## config.mk

```make
export PLATFORM = sky130hd
export DESIGN_NAME = booth_multiplier
export DESIGN_NICKNAME = d
export VERILOG_FILES = /design/src/rtl/booth_multiplier.sv
export SDC_FILE = /design/constraint.sdc
export NUM_CORES = 1
export LEC_CHECK = 0
export CORE_ASPECT_RATIO = 1.4
export CORE_MARGIN = 5
export CORE_UTILIZATION = 55
export DETAILED_ROUTE_END_ITERATION = 8
export GPL_TIMING_DRIVEN = 0
export PLACE_DENSITY = 0.89
export SYNTH_ARGS = -nofsm -noshare
export SYNTH_HDL_FRONTEND = slang
export SYNTH_SLANG_ARGS = --single-unit
```

## constraint.sdc

```tcl
create_clock -name Clock -period 11.8 [get_ports Clock]
set_input_delay 1.18 -clock Clock [delete_from_list [all_inputs] [get_ports Clock]]
set_output_delay 1.18 -clock Clock [all_outputs]
set_load 0.05 [all_outputs]
```

## src/rtl/booth_multiplier.sv

```systemverilog
// Sequential radix-4 Booth multiplier: WIDTH x WIDTH -> 2*WIDTH product,
// signed or unsigned per operation, WIDTH/2+1 cycles per result.
module booth_multiplier #(
  parameter int unsigned WIDTH = 16
) (
  input  logic               Clock,
  input  logic               Reset_n,
  input  logic               Start,
  input  logic               Signed_Mode,
  input  logic [WIDTH-1:0]   Multiplicand,
  input  logic [WIDTH-1:0]   Multiplier,
  output logic [2*WIDTH-1:0] Product,
  output logic               Done,
  output logic               Busy
);

  localparam int unsigned XW = WIDTH + 2;  // extended operand width
  localparam int unsigned UW = WIDTH + 4;  // upper accumulator width, holds +-2M
  localparam int unsigned N  = WIDTH / 2 + 1;
  localparam int unsigned CW = $clog2(N + 1);

  typedef enum logic [0:0] {StIdle, StCalc} state_e;

  state_e             state_q, state_d;
  logic [XW-1:0]      mcand_q, mcand_d;
  logic [XW-1:0]      mul_q, mul_d;
  logic               prev_q, prev_d;
  logic [UW-1:0]      acc_q, acc_d;
  logic [CW-1:0]      count_q, count_d;
  logic [2*WIDTH-1:0] product_q, product_d;
  logic               done_q, done_d;

  logic [UW-1:0] m_ext, m_dbl, pp, acc_sum;
  logic [2:0]    window;

  always_comb begin
    m_ext  = {{2{mcand_q[XW-1]}}, mcand_q};
    m_dbl  = {m_ext[UW-2:0], 1'b0};
    window = {mul_q[1:0], prev_q};
    case (window)
      3'b001, 3'b010: pp = m_ext;
      3'b011:         pp = m_dbl;
      3'b100:         pp = -m_dbl;
      3'b101, 3'b110: pp = -m_ext;
      default:        pp = '0;
    endcase
    acc_sum = acc_q + pp;
  end

  always_comb begin
    state_d   = state_q;
    mcand_d   = mcand_q;
    mul_d     = mul_q;
    prev_d    = prev_q;
    acc_d     = acc_q;
    count_d   = count_q;
    product_d = product_q;
    done_d    = 1'b0;
    unique case (state_q)
      StIdle: begin
        if (Start) begin
          mcand_d = Signed_Mode ? {{2{Multiplicand[WIDTH-1]}}, Multiplicand}
                                : {2'b00, Multiplicand};
          mul_d   = Signed_Mode ? {{2{Multiplier[WIDTH-1]}}, Multiplier}
                                : {2'b00, Multiplier};
          prev_d  = 1'b0;
          acc_d   = '0;
          count_d = CW'(N);
          state_d = StCalc;
        end
      end
      StCalc: begin
        // Arithmetic shift right by 2 across {acc, mul, prev}
        acc_d   = {{2{acc_sum[UW-1]}}, acc_sum[UW-1:2]};
        mul_d   = {acc_sum[1:0], mul_q[XW-1:2]};
        prev_d  = mul_q[1];
        count_d = count_q - CW'(1);
        if (count_q == CW'(1)) begin
          // All XW multiplier bits consumed: low product bits sit in mul
          product_d = {acc_d[WIDTH-3:0], mul_d};
          done_d    = 1'b1;
          state_d   = StIdle;
        end
      end
      default: state_d = StIdle;
    endcase
  end

  always_ff @(posedge Clock or negedge Reset_n) begin
    if (!Reset_n) begin
      state_q   <= StIdle;
      mcand_q   <= '0;
      mul_q     <= '0;
      prev_q    <= 1'b0;
      acc_q     <= '0;
      count_q   <= '0;
      product_q <= '0;
      done_q    <= 1'b0;
    end else begin
      state_q   <= state_d;
      mcand_q   <= mcand_d;
      mul_q     <= mul_d;
      prev_q    <= prev_d;
      acc_q     <= acc_d;
      count_q   <= count_d;
      product_q <= product_d;
      done_q    <= done_d;
    end
  end

  assign Product = product_q;
  assign Done    = done_q;
  assign Busy    = (state_q == StCalc);

endmodule

```

==> flow_summary.json <==
{
  "vias_per_cell": 6.26,
  "ys_ff_latch": 92,
  "hold_class": "reg2reg",
  "hpwl_microns": 12700,
  "skew_ns": 0.00987,
  "worstSetupPathDepth": 14,
  "r2r_end": "Product[31]",
  "drtPass1Iterations": 5,
  "cts_buffer_depth": 2,
  "gr-total-overflow": 0,
  "fp.dieH_microns": 131,
  "reg2reg_depth": 14,
  "max_stage_delay_ns": 0.69,
  "drv_cap": 0,
  "fin_crit_sh_pct": 39.5,
  "clk_pin_slew_ns": 0.07,
  "ys_warn_count": 0,
  "holdBufCountCts": 0,
  "worstMarginPinSlew_ns": 0.878,
  "chipWidth_microns": 96.4,
  "ios": 70,
  "cts_resized": 0,
  "ant_nets": 0,
  "crit_path_cell_trace": "nor4_4 > nand4_1 > nor3_1 > xnor2_1 > nor2_1 > mux4_2 > ha_1 > clkbuf_1 > and4_1 > and2_1 > nand3_1 > and2_1 > xnor2_1 > mux2_2",
  "syn_area_sq_um": 5750,
  "status": "completed",
  "yosysTopAreaCellShare_pct": 40.0,
  "areaGrowthSynthToFinish_pct": 20.7,
  "numCtsBuffers": 9,
  "fin_util_pct": 67.5,
  "setup_slack_ns": 7.14,
  "seq_area_frac_synth_pct": 40.0,
  "synth-main-ff-cell": "dfrtp_1",
  "cts_sinks": 92,
  "cts_setup_buffers": 0,
  "crit_start": "mcand_q[3]",
  "drv_slew": 0,
  "synthArstFlopShare_pct": 100,
  "worst_setup_path_start_kind": "flop",
  "drive_gt1_share_pct": 7.35,
  "synth_area_leaders": "dfrtp_1 40%, nand2_1 8.3%, ha_1 4.8%, mux2_2 4.3%, o21ai_0 4.1%",
  "dp.cells": 857,
  "synth_cells": 650,
  "insertion_delay_ns": 0.35,
  "rows": 44,
  "final.setup.tns_ns": 0,
  "cp_data_arrival_time_ns": 4.89,
  "slowest_stage": "nor4_4",
  "synth_nets": 709,
  "vias": 5468,
  "drc_errors": 0,
  "diodes": 0,
  "die_area_sq_um": 12600,
  "path_class": "reg2reg",
  "reg2reg_slack_ns": 7.14,
  "gp_congestion": 0.941,
  "synth_most_common_cell": "nand2_1",
  "root_buffer": "clkbuf_16",
  "fin_cells": 873,
  "grt_first_pass_wirelength_microns": 27800,
  "rsz0062_at_grt": "false",
  "wl_per_cell_microns": 19.7,
  "start_util_pct": 55.9,
  "fin_crit_ns": 4.66,
  "r2r-start": "mcand_q[3]",
  "avgSynthCellArea_sq_um": 8.85,
  "setup_viol": 0,
  "final_hold_viol_count": 0,
  "synth_top_area_cell": "dfrtp_1",
  "io_buffers": 68,
  "htreeDepth": 3,
  "place_ws_ns": 7.17,
  "crit_family": "simple AND/OR/NAND/NOR gates",
  "finalWirelength_microns": 17200,
  "crit_fanout": 9,
  "grt_pass1_vias": 5568,
  "cp_num_buf_inv": 1,
  "synthTopCellsByCount": "128 x nand2_1, 92 x dfrtp_1, 47 x o21ai_0",
  "setup.worst_path.end": "Product[31]",
  "nNetsFinal": 789,
  "drt_iter0_markers": 346,
  "antenna_found_initial": 0,
  "cts_tree": "built",
  "cp.required_ns": 12.03,
  "slew_headroom_pct": 41.3,
  "end_kind": "flop",
  "core-area_sq_um": 10300,
  "max_freq_mhz": 215,
  "yosysUniqueCellTypes": 66,
  "grt_usage_pct": 28.5,
  "grt_max_degree": 71,
  "synth-edff-count": 0
}
routing by layer:
layer / wire length [microns] / track usage [%] / vias to the layer above
li1: - / - / 2493
met1: 6290 / 32.3 / 2637
met2: 8810 / 49.4 / 271
met3: 1310 / 6.01 / 67
met4: 782 / 15.4 / 0
met5: 0 / 0 / -
how the worst min path moves through the flow:
stage / startpoint / endpoint / slack [ns] / cells past startpoint
after global placement: Product[3] / Product[3] / 0.46 / 2
after CTS: Product[3] / Product[3] / 0.48 / 2
after detailed placement: Product[12] / Product[12] / 0.46 / 2
final: Product[15] / Product[15] / 0.48 / 2
after global routing: Product[3] / Product[3] / 0.51 / 2
after floorplan: mul_q[2] / Product[0] / 0.46 / 2
registers in the layout (all words and copies together) (netlist names):
name	flops
prev_q	1
Busy	1
mcand_q	17
mul_q	18
count_q	4
Product	32
acc_q	18
Done	1
per-stage QoR:
step / cell area, sq um / hold slack (ns)
finish: 6940 / 0.483
global route: 6940 / 0.509
CTS: 6940 / 0.483
detailed placement: 6630 / 0.461
global placement: 6610 / 0.461
floorplan: 5750 / 0.460
cell usage in the layout, fill, tap and decap left out, types with 11 or more instances in the layout:
| cell | synthesis | routed |
|---|---|---|
| a21o_1 | 11 | 11 |
| a21oi_1 | 36 | 36 |
| a221oi_1 | 11 | 11 |
| a22o_1 | 13 | 13 |
| clkbuf_1 | 34 | 35 |
| clkdlybuf4s50_1 | 0 | 67 |
| dfrtp_1 | 92 | 92 |
| ha_1 | 22 | 22 |
| inv_1 | 13 | 13 |
| mux2_2 | 22 | 22 |
| mux2i_1 | 20 | 20 |
| nand2_1 | 128 | 128 |
| nand3_1 | 18 | 18 |
| nor2_1 | 36 | 36 |
| nor3_1 | 14 | 14 |
| o21ai_0 | 47 | 47 |
| xnor2_1 | 16 | 16 |
| xor2_1 | 13 | 13 |
tightest hold or removal path: stages, from the launching register on:
cell and delay [ns]:
dfrtp_1 0.35, nand2_1 0.05, nand2_1 0.06
area by class of cell:
class                   instances  area, sq um
fillers                       813         3350
multi-input cells             500         3220
flip-flops and latches         92         2300
repair buffers                 69          706
clock buffers                  11          243
plain buffers                  44          183
well taps                     138          173
clock inverters                 5         68.8
inverters                      14         52.6
cells by family (layout without fill, tap and decap cells):
group           Yosys count  in the layout  synth area share (%)
simple gates            235            235                  18.5
compound gates          170            170                  19.7
flops                    92             92                  40.0
buf+inv                  58            143                  4.09
mux                      43             43                  8.18
xor+xnor                 29             29                  4.41
fa+ha+maj                23             23                  5.13
Power is not shown: default switching activity piles up to over one toggle a cycle in this logic, so the estimate is an artifact.
